`config.mk`:
```
export PLATFORM = sky130hd
export DESIGN_NAME = ifu_fetch_flat
export DESIGN_NICKNAME = d
export VERILOG_FILES = /design/src/rtl/npc_pkg.sv /design/src/rtl/ifu_fetch_if.sv /design/src/rtl/ifu_fetch.sv /design/src/flat_wrapper.sv
export SDC_FILE = /design/constraint.sdc
export NUM_CORES = 1
export LEC_CHECK = 0
export ABC_CLOCK_PERIOD_IN_PS = 2100
export BUFFER_PORTS_ARGS = -buffer_cell sky130_fd_sc_hd__buf_2
export CAP_MARGIN = 25
export CORE_MARGIN = 2
export CORE_UTILIZATION = 40
export CTS_CLUSTER_SIZE = 25
export DETAILED_ROUTE_END_ITERATION = 10
export HOLD_SLACK_MARGIN = 0.15
export PLACE_DENSITY = 0.7
export SETUP_SLACK_MARGIN = 0.3
export SYNTH_ARGS = -nofsm -noshare
export SYNTH_HDL_FRONTEND = slang
export SYNTH_SLANG_ARGS = --single-unit
```
`constraint.sdc`:
```
create_clock -name clk -period 2.1 [get_ports clk]
set_input_delay 0.21 -clock clk [delete_from_list [all_inputs] [get_ports clk]]
set_output_delay 0.21 -clock clk [all_outputs]
set_load 0.05 [all_outputs]
```
`src/rtl/npc_pkg.sv`:
```
// Shared fetch-unit definitions: FSM state encoding, reset PC and PC alignment helpers.
// Used by ifu_fetch and its bus interface.
package npc_pkg;

    localparam int unsigned XLEN = 32;

    localparam logic [XLEN-1:0] RESET_PC_DEFAULT = 32'h8000_0000;

    // Instructions are word aligned; low two bits of any PC must be zero.
    localparam logic [XLEN-1:0] PC_ALIGN_MASK = 32'hFFFF_FFFC;

    typedef enum logic [2:0] {
        REQ   = 3'd0,
        WAIT  = 3'd1,
        HOLD  = 3'd2,
        DONE  = 3'd3,
        FAULT = 3'd4
    } fetch_state_e;

    function automatic logic pc_misaligned(input logic [XLEN-1:0] addr);
        return (addr & ~PC_ALIGN_MASK) != '0;
    endfunction

    function automatic logic [XLEN-1:0] pc_align(input logic [XLEN-1:0] addr);
        return addr & PC_ALIGN_MASK;
    endfunction

endpackage

```
`src/rtl/ifu_fetch_if.sv`:
```
// Bundle of the fetch unit's memory, decode and PC-redirect signals.
// master = fetch unit side, slave = memory/decode/execute environment side.
interface ifu_fetch_if;
  import npc_pkg::*;

  logic            mem_req_valid;
  logic            mem_req_ready;
  logic [XLEN-1:0] mem_req_addr;
  logic            mem_rsp_valid;
  logic [XLEN-1:0] mem_rsp_data;
  logic            mem_rsp_err;
  logic [XLEN-1:0] inst;
  logic [XLEN-1:0] pc;
  logic            ifu_valid;
  logic            idu_ready;
  logic            next_pc_valid;
  logic [XLEN-1:0] next_pc;
  logic            fetch_fault;

  modport master (
    output mem_req_valid, mem_req_addr, inst, pc, ifu_valid, fetch_fault,
    input  mem_req_ready, mem_rsp_valid, mem_rsp_data, mem_rsp_err,
           idu_ready, next_pc_valid, next_pc
  );

  modport slave (
    input  mem_req_valid, mem_req_addr, inst, pc, ifu_valid, fetch_fault,
    output mem_req_ready, mem_rsp_valid, mem_rsp_data, mem_rsp_err,
           idu_ready, next_pc_valid, next_pc
  );

endinterface

```
`src/rtl/ifu_fetch.sv`:
```
// Non-pipelined instruction fetch unit: one instruction in flight, REQ->WAIT->HOLD->DONE.
// Define IFU_MISALIGN_TRAP_EN to fault on a misaligned redirect instead of masking bits [1:0].
module ifu_fetch
  import npc_pkg::*;
#(
  parameter logic [XLEN-1:0] RESET_PC = RESET_PC_DEFAULT
) (
  input  logic       clk,
  input  logic       rst,
  ifu_fetch_if.master bus
);

  fetch_state_e    state_reg, state_next;
  logic [XLEN-1:0] pc_reg, pc_next;
  logic [XLEN-1:0] inst_reg, inst_next;

  always_ff @(posedge clk or posedge rst) begin
    if (rst) begin
      state_reg <= REQ;
      pc_reg    <= RESET_PC;
      inst_reg  <= '0;
    end else begin
      state_reg <= state_next;
      pc_reg    <= pc_next;
      inst_reg  <= inst_next;
    end
  end

  always_comb begin
    state_next = state_reg;
    pc_next    = pc_reg;
    inst_next  = inst_reg;
    case (state_reg)
      REQ: begin
        if (bus.mem_req_ready)
          state_next = WAIT;
      end
      // Responses are only looked at here, so one landing on the accept cycle is dropped.
      WAIT: begin
        if (bus.mem_rsp_valid) begin
          if (bus.mem_rsp_err) begin
            state_next = FAULT;
          end else begin
            inst_next  = bus.mem_rsp_data;
            state_next = HOLD;
          end
        end
      end
      HOLD: begin
        if (bus.idu_ready)
          state_next = DONE;
      end
      DONE: begin
        if (bus.next_pc_valid) begin
`ifdef IFU_MISALIGN_TRAP_EN
          if (pc_misaligned(bus.next_pc)) begin
            state_next = FAULT;
          end else begin
            pc_next    = bus.next_pc;
            state_next = REQ;
          end
`else
          pc_next    = pc_align(bus.next_pc);
          state_next = REQ;
`endif
        end
      end
      FAULT: begin
        state_next = FAULT;
      end
      default: begin
        state_next = FAULT;
      end
    endcase
  end

  assign bus.mem_req_valid = (state_reg == REQ);
  assign bus.mem_req_addr  = pc_reg;
  assign bus.pc            = pc_reg;
  assign bus.inst          = inst_reg;
  assign bus.ifu_valid     = (state_reg == HOLD);
  assign bus.fetch_fault   = (state_reg == FAULT);

endmodule

```
`src/flat_wrapper.sv`:
```
// flat-port wrapper written by rule: the top's interface ports become plain ports
module ifu_fetch_flat import npc_pkg::*;
#(
  parameter logic [XLEN-1:0] RESET_PC = RESET_PC_DEFAULT
)
  (clk, rst, bus_mem_req_valid, bus_mem_req_addr, bus_inst, bus_pc, bus_ifu_valid, bus_fetch_fault, bus_mem_req_ready, bus_mem_rsp_valid, bus_mem_rsp_data, bus_mem_rsp_err, bus_idu_ready, bus_next_pc_valid, bus_next_pc);
  ifu_fetch_if bus_i ();
  input  logic clk;
  input  logic rst;
  output wire logic [$bits(bus_i.mem_req_valid)-1:0] bus_mem_req_valid;
  output wire logic [$bits(bus_i.mem_req_addr)-1:0] bus_mem_req_addr;
  output wire logic [$bits(bus_i.inst)-1:0] bus_inst;
  output wire logic [$bits(bus_i.pc)-1:0] bus_pc;
  output wire logic [$bits(bus_i.ifu_valid)-1:0] bus_ifu_valid;
  output wire logic [$bits(bus_i.fetch_fault)-1:0] bus_fetch_fault;
  input wire logic [$bits(bus_i.mem_req_ready)-1:0] bus_mem_req_ready;
  input wire logic [$bits(bus_i.mem_rsp_valid)-1:0] bus_mem_rsp_valid;
  input wire logic [$bits(bus_i.mem_rsp_data)-1:0] bus_mem_rsp_data;
  input wire logic [$bits(bus_i.mem_rsp_err)-1:0] bus_mem_rsp_err;
  input wire logic [$bits(bus_i.idu_ready)-1:0] bus_idu_ready;
  input wire logic [$bits(bus_i.next_pc_valid)-1:0] bus_next_pc_valid;
  input wire logic [$bits(bus_i.next_pc)-1:0] bus_next_pc;
  assign bus_mem_req_valid = bus_i.mem_req_valid;
  assign bus_mem_req_addr = bus_i.mem_req_addr;
  assign bus_inst = bus_i.inst;
  assign bus_pc = bus_i.pc;
  assign bus_ifu_valid = bus_i.ifu_valid;
  assign bus_fetch_fault = bus_i.fetch_fault;
  assign bus_i.mem_req_ready = bus_mem_req_ready;
  assign bus_i.mem_rsp_valid = bus_mem_rsp_valid;
  assign bus_i.mem_rsp_data = bus_mem_rsp_data;
  assign bus_i.mem_rsp_err = bus_mem_rsp_err;
  assign bus_i.idu_ready = bus_idu_ready;
  assign bus_i.next_pc_valid = bus_next_pc_valid;
  assign bus_i.next_pc = bus_next_pc;
  ifu_fetch #(.RESET_PC(RESET_PC)) u_core (.clk(clk), .rst(rst), .bus(bus_i));
endmodule
```
=== Word-level counts from Yosys, hierarchy flattened ===
Index checks and enable logic that the tools add are counted.

* Register bits after elaboration: 65
* Bits of input ports: 71
* Logic and storage cells: 22

* Eq/ne operators: 8
* Multiplexer cells: 6
* Bitwise gates (word level): 1
* Reductions and logical operators: 4

{| class="wikitable"
|+ Operators with widths
! cell !! count
|-
| two-way mux 3 bit || 5
|-
| one-hot mux 3 bit (4 select lines) || 1
|-
| == test 3 x 2 -> 1 bit (second input constant) || 2
|-
| inequality test 2 x 1 -> 1 bit (second input constant) || 2
|-
| inequality test 2 bit (second input constant) || 2
|-
| AND reduction 4 bit || 1
|-
| == test 3 x 1 -> 1 bit (second input constant) || 1
|-
| == test 3 bit (second input constant) || 1
|-
| zero test 3 bit || 1
|-
| AND reduction 3 bit || 1
|-
| AND reduction 2 bit || 1
|-
| NOT 1 bit || 1
|}

=== Logic depth before layout (Yosys ltp) ===
Gate-level depths: netlist of run 1.

* Depth in word-level cells: 3
* Mapped depth: 6
* Depth with buffers taken out: 3

=== Worst setup path after synthesis of run 1 ===
No wires, ideal clock.

* Path kind: register to output
* Start: reg u_core.state_reg[0]
* End: out bus_fetch_fault
* Data arrival time: 1637 ps
* Data required time: 1890 ps
* Path slack: 253 ps
* Cell stages (with the launch flop): 3
* Path buffers: 1
* Path through: dfrtp_1 > buf_6 > nor3b_1

* Cells in the longest elaborated chain, start to end: 1

{| class="wikitable"
|+ Ends and longest elaborated chain
! element !! RTL line !! source
|-
| start: declaration || ifu_fetch.sv:13 || <nowiki>fetch_state_e state_reg, state_next;</nowiki>
|-
| start signal: assignment || ifu_fetch.sv:23 || <nowiki>state_reg <= state_next;</nowiki>
|-
| == test 3 bit || ifu_fetch.sv:82 || <nowiki>assign bus.fetch_fault = (state_reg == FAULT);</nowiki>
|-
| end: declaration || flat_wrapper.sv:15 || <nowiki>output wire logic [$bits(bus_i.fetch_fault)-1:0] bus_fetch_fault;</nowiki>
|}

Every way passes these cells.

=== Worst setup path after layout of run 1 ===
* Start: reg u_core.state_reg[0]
* End: reg u_core.inst_reg[24] (netlist: u_core.bus.inst[24])

* Cells in the longest elaborated chain, start to end: 2

{| class="wikitable"
|+ Ends and longest elaborated chain
! element !! RTL line !! source
|-
| == test 3 x 1 -> 1 bit || ifu_fetch.sv:33 || <nowiki>case (state_reg)</nowiki>
|-
| AND reduction 3 bit (no line) || - ||
|-
| end signal: assignment || ifu_fetch.sv:25 || <nowiki>inst_reg <= inst_next;</nowiki>
|-
| end: declaration || ifu_fetch.sv:15 || <nowiki>logic [XLEN-1:0] inst_reg, inst_next;</nowiki>
|}

Every way passes these cells.
A chain may end at the register's enable or synchronous reset.

==> out/metrics.cfg, run 1 <==
[worst_setup_path]
crit_start = u_core.state_reg[0]
cpMaxStageDelayCell = or4_4
crit_chain = nand2_4 -> or4_4 -> buf_12 -> mux2_4
r2r-end = u_core.bus.inst[24]
required_ps = 2310
crit_path_end_kind = flop
worstSetupStartpointType = flop
cpPeakStageDelay_ps = 590
reg2reg_depth = 4
worst-r2r-setup-slack_ps = 390
rr_startpoint = u_core.state_reg[0]
path_class = flop to flop
critical_path.max_fanout = 16
worstPathArrival_ps = 1920

[logic_synthesis]
synthCells = 186
ys_seq_area_frac = 0.562
ys.flop_type = dfrtp_1
avgSynthCellArea_um2 = 15.6
syn-cell-area_um2 = 2900
yosysWarnings = 0
synth_edf_count = 0
ys_ff_latch = 65
ys_types = 21
synthArstFlopShare = 1.00

[die]
fp.dieW_um = 89.1
start_util = 0.406
num_rows = 31
dieArea_um2 = 7940
ios = 170
die_y_um = 89.1
core_area_um2 = 7140

[clock_network]
clk_pin_slew_ps = 70
cts.sinks = 65
clk_latency_ps = 330
cts_buffer_depth = 2
cts_root_buf = clkbuf_8
h-tree-depth = 3
cts_tree = built
numCtsBuffers = 9

[sta]
fin_crit_sh = 0.815
max_slew_margin = 0.581
tightest_slew_ps = 627
rsz0062_at_grt = no
drv_slew = 0
fmax_ghz = 0.584
tns_ps = 0
hold_viol_final = 0
whs_ps = 207
finalSetupViolations = 0
period_minus_slack_ps = 1710
clock_skew_ps = 9.60

[worst_hold_path]
hold_path.startpoint = bus_mem_rsp_err
hold_path_end = u_core.state_reg[1]
min_path_cells = 3
hold_class = input port to flop

[routing]
drc = 0
dr.pass1.iters = 4
routed_wirelength_um = 6730
vias = 2138
avgRoutedWirePerCell_um = 13.6
drt_iter0_drc = 41
avgViaCountPerCell = 4.33
drtAntennaViolNets = 0

[flow_run]
max-cap-violations = 0

[place]
io_buffer_count = 163
dp_hpwl_um = 4020
gp_congestion = 0.884

[final_layout]
antenna_cells = 0
largest_reg_flops = 32
syn_to_final_growth_pct = 52.1
layout.nets = 461
n_fill_cell = 561
drive_gt1_frac = 0.643

[grt]
antenna_found_initial = 0
grt_pass1_wl_um = 9490
grt_pass1_vias = 2011
grtUsageTotal = 0.159
grt_max_degree = 40
overflow = 0

[power]
power_density_nw_per_um2 = 1390
ir_drop_mv = 0.728
leakagePower_nw = 2.50

[run_status]
status = completed

synthesized netlist by cell type (2+ instances only):
cell / count / area share
dfrtp_1: 64 / 0.55
buf_4: 34 / 0.088
mux2_2: 31 / 0.12
mux2_4: 30 / 0.16
buf_12: 3 / 0.021
buf_2: 3 / 0.0052
a21oi_1: 2 / 0.0035
buf_6: 2 / 0.0078
inv_1: 2 / 0.0026
nand2_1: 2 / 0.0026
nor3_1: 2 / 0.0035
o211ai_1: 2 / 0.0052
critical path: cells and delay by family, from the launching register on:
kind                   cells  cell delay (ps)
and+or+nand+nor            2              650
buffers and inverters      1              190
DFF                        1              430
muxes                      1              310
where the power goes:
group | internal [mW] | switching, mW
sequential | 1.67 | 0.272
combinational | 0.982 | 2.28
clock | 0.488 | 0.449
layout make-up:
type | instances | area, µm² | share of cell area
clock buffers | 13 | 159 | 0.0361
clock inverters | 3 | 15.0 | 0.00341
inverters | 2 | 11.3 | 0.00256
multi-input cells | 80 | 928 | 0.211
flip-flops and latches | 65 | 1630 | 0.370
well taps | 99 | 124 | 0.0281
repair buffers | 232 | 1540 | 0.349
what timing repair did:
item / CTS / global route
endpoints found under the setup margin: 32 / 16
pin swaps: 0 / 1
gates cloned: 1 / 0
gates resized for setup: 2 / 3
endpoints found under the hold margin: 88 / 0
buffers inserted: 0 / 2
hold buffers: 63 / 0
per-stage QoR:
step	utilization	area [µm²]	setup slack, ps	total power, mW	instances
floorplan	-	2920	293	4.55	189
global route	0.617	4410	348	6.43	494
global placement	0.498	3550	270	5.05	412
detailed placement	0.498	3550	274	5.09	412
CTS	0.616	4390	314	6.14	492
finish	0.617	4410	388	6.14	494
cells by family (layout without fill, tap and decap cells):
| family | Yosys count | count (layout) | share of synthesized area |
|---|---|---|---|
| AO/OA/AOI/OAI | 5 | 5 | 0.0125 |
| buffers and inverters | 44 | 250 | 0.124 |
| flip-flops | 65 | 65 | 0.562 |
| multiplexers | 62 | 62 | 0.280 |
| other | 1 | 4 | 0.00129 |
| AND/OR/NAND/NOR | 9 | 9 | 0.0199 |
layer usage:
| layer | vias to the layer above | global-route usage | wire length [µm] |
|---|---|---|---|
| met1 | 1017 | 0.191 | 2820 |
| li1 | 1008 | - | - |
| met2 | 104 | 0.262 | 3310 |
| met4 | 0 | 0.0502 | 83 |
| met5 | - | 0 | 0 |
| met3 | 9 | 0.0674 | 524 |
how the worst max path moves through the flow:
stage | end | slack, ps | cells past startpoint
2_1_floorplan | bus_ifu_valid | 290 | 2
3_3_place_gp | u_core.bus.inst[13] | 270 | 3
3_5_place_dp | u_core.bus.inst[24] | 270 | 4
4_1_cts | u_core.bus.inst[28] | 310 | 3
5_1_grt | u_core.bus.inst[24] | 350 | 4
6_report | u_core.bus.inst[24] | 390 | 4
cells in the final DEF (no fill, tap or decap):
cell type and count:
clkbuf_1 2, conb_1 4, dfstp_2 1, clkinvlp_4 1, nand2_4 1, dlygate4sd3_1 63
nand2_1 2, mux2_1 1, clkbuf_8 11, a41o_2 1, or3_2 1, buf_12 2
mux2_4 30, buf_4 3, buf_16 1, clkinv_2 3, nor3_1 2, dfrtp_1 61
or4_4 1, mux2_2 31, inv_1 1, nor3b_2 1, dfrtp_2 3, buf_2 163
o211ai_1 2, a21oi_1 2, or3_1 1
(Power assumes the default switching activity.)
==> run 2, diff against run 1 <==
--- a/config.mk
+++ b/config.mk
@@ -5,7 +5,8 @@
 export SDC_FILE = /design/constraint.sdc
 export NUM_CORES = 1
 export LEC_CHECK = 0
-export ABC_CLOCK_PERIOD_IN_PS = 2100
+export ABC_AREA = 1
+export ABC_CLOCK_PERIOD_IN_PS = 1700
 export BUFFER_PORTS_ARGS = -buffer_cell sky130_fd_sc_hd__buf_2
 export CAP_MARGIN = 25
 export CORE_MARGIN = 2
==> constraint.sdc (replaced) <==
create_clock -name clk -period 1.7 [get_ports clk]
set_input_delay 0.17 -clock clk [delete_from_list [all_inputs] [get_ports clk]]
set_output_delay 0.17 -clock clk [all_outputs]
set_load 0.05 [all_outputs]
==> out/metrics.cfg, run 2 <==
[grt]
grtUsageTotal = 0.211
grt_pass1_wl_um = 13900
antenna_found_initial = 0
grt_max_degree = 33
overflow = 0
grt_pass1_vias = 2956

[final_layout]
syn_to_final_growth_pct = 57.4
largest_reg_flops = 32
drive_gt1_frac = 0.382
layout_commonest_cell = buf_2
layout.nets = 613
n_fill_cell = 559
mostFrequentLayoutCells = buf_2 (160), nand2_1 (133), nand3_1 (64), dlygate4sd3_1 (63), dfrtp_1 (61)
antenna_cells = 0

[sta]
rsz0062_at_grt = yes
drv_slew = 0
tns_ps = 0
clock_skew_ps = 12.5
fin_crit_sh = 0.838
hold_viol_final = 0
period_minus_slack_ps = 1430
fmax_ghz = 0.702
finalSetupViolations = 0

[place]
dp_hpwl_um = 4970
io_buffer_count = 163
gp_congestion = 0.745

[logic_synthesis]
avgSynthCellArea_um2 = 8.67
ys_seq_area_frac = 0.554
syn-cell-area_um2 = 2940
synthArstFlopShare = 1.00
ys_types = 20
synthCells = 339
synth_edf_count = 0
synth_most_common_cell = nand2_1
yosysWarnings = 0
synth_common_cells = nand2_1 (135), dfrtp_1 (64), nand3_1 (64), buf_4 (37), buf_2 (8)
yosysTopAreaCellShare = 0.545
yosys.area.top_type = dfrtp_1
synth_area_leaders = dfrtp_1 (54%), nand2_1 (17%), nand3_1 (11%)
ys.flop_type = dfrtp_1
ys_ff_latch = 65

[worst_setup_path]
reg2reg_depth = 7
worstPathArrival_ps = 1260
path_class = flop to output port
critical_path.max_fanout = 5
crit_path_end_kind = output port
worstSetupStartpointType = flop
required_ps = 1530

[routing]
drt_iter0_drc = 99
drc = 0
avgViaCountPerCell = 4.75
drtAntennaViolNets = 0
dr.pass1.iters = 4
vias = 3067
avgRoutedWirePerCell_um = 13.6
routed_wirelength_um = 8760

[flow_run]
max-cap-violations = 0

[clock_network]
cts_root_buf = clkbuf_8
numCtsBuffers = 9
cts_tree = built
clk_pin_slew_ps = 70
cts.sinks = 65
h-tree-depth = 3
clk_latency_ps = 330
cts_buffer_depth = 2

[run_status]
status = completed

[die]
start_util = 0.410
core_area_um2 = 7180
fp.dieW_um = 89.7
ios = 170
dieArea_um2 = 8050
num_rows = 31
die_y_um = 89.7

[worst_hold_path]
min_path_cells = 4
hold_class = input port to flop

==> run 2: cell count changes after synthesis, moves of 3 or more <==
cell,before,now
nand2_1,2,135
nand3_1,0,64
mux2_2,31,0
mux2_4,30,0
buf_2,3,8
clkbuf_1,0,5
inv_1,2,7
buf_12,3,0
buf_4,34,37
nor2_1,0,3
==> run 2: cell families after synthesis <==
family | count (synthesis) | share of synthesized area
and+or+nand+nor | 209 | 0.303
other | 1 | 0.00128
buffers and inverters | 61 | 0.136
AOI/OAI and AO/OA | 3 | 0.00553
DFF | 65 | 0.554
==> run 2: per-stage QoR <==
stage          instances  setup slack (ps)  hold WS (ps)  area [µm²]  utilization
4_1_cts              638               280           200        4500        0.627
3_5_place_dp         558               266           203        3620        0.504
2_1_floorplan        342               378           282        2970            -
6_report             646               275           213        4630        0.645
5_1_grt              646               224           227        4630        0.645
3_3_place_gp         558               313           203        3620        0.504
==> run 2: routing by layer <==
metal  vias to the layer above  share of wire  GRT usage
met5                         -              0          0
met4                         0          0.020     0.0744
met3                        17          0.085     0.0461
met2                       170           0.49      0.360
met1                      1434           0.41      0.265
li1                       1446              -          -
==> run 2: critical path, cell delays in order, from the launching register on <==
cell     delay, ps
dfrtp_2        450
buf_6          120
nor3b_4        170
buf_6          180
==> run 2: path summary, 6_finish.rpt <==
check                                     from                         end  slack, ps
setup reg to reg           u_core.state_reg[1]         u_core.bus.inst[25]        320
max in group asynchronous                  rst         u_core.state_reg[1]        740
setup / recovery           u_core.state_reg[2]             bus_fetch_fault        270
hold reg to reg             u_core.bus.inst[7]          u_core.bus.inst[7]        470
min in group asynchronous                  rst  u_core.bus.mem_req_addr[6]        400
hold / removal                 bus_mem_rsp_err         u_core.state_reg[1]        210
==> run 2: cell type report <==
class | count | area, µm² | share of cell area
clock buffers | 14 | 173 | 0.0373
clock inverters | 2 | 37.5 | 0.00811
inverters | 7 | 30.0 | 0.00649
multi-input cells | 217 | 988 | 0.214
flip-flops and latches | 65 | 1630 | 0.353
well taps | 99 | 124 | 0.0268
repair buffers | 242 | 1640 | 0.355
==> run 2: what timing repair did <==
| item | 4_1_cts | 5_1_grt |
|---|---|---|
| hold buffers | 63 | 0 |
| setup endpoints to repair | 29 | 56 |
| hold endpoints to repair | 79 | 0 |
| pin swaps | 0 | 3 |
| setup buffers | 1 | 6 |
| gates cloned | 0 | 2 |
| resized for setup | 10 | 13 |
Power of run 2 is not shown: default switching activity piles up to over one toggle a cycle in this logic, so the estimate is an artifact.
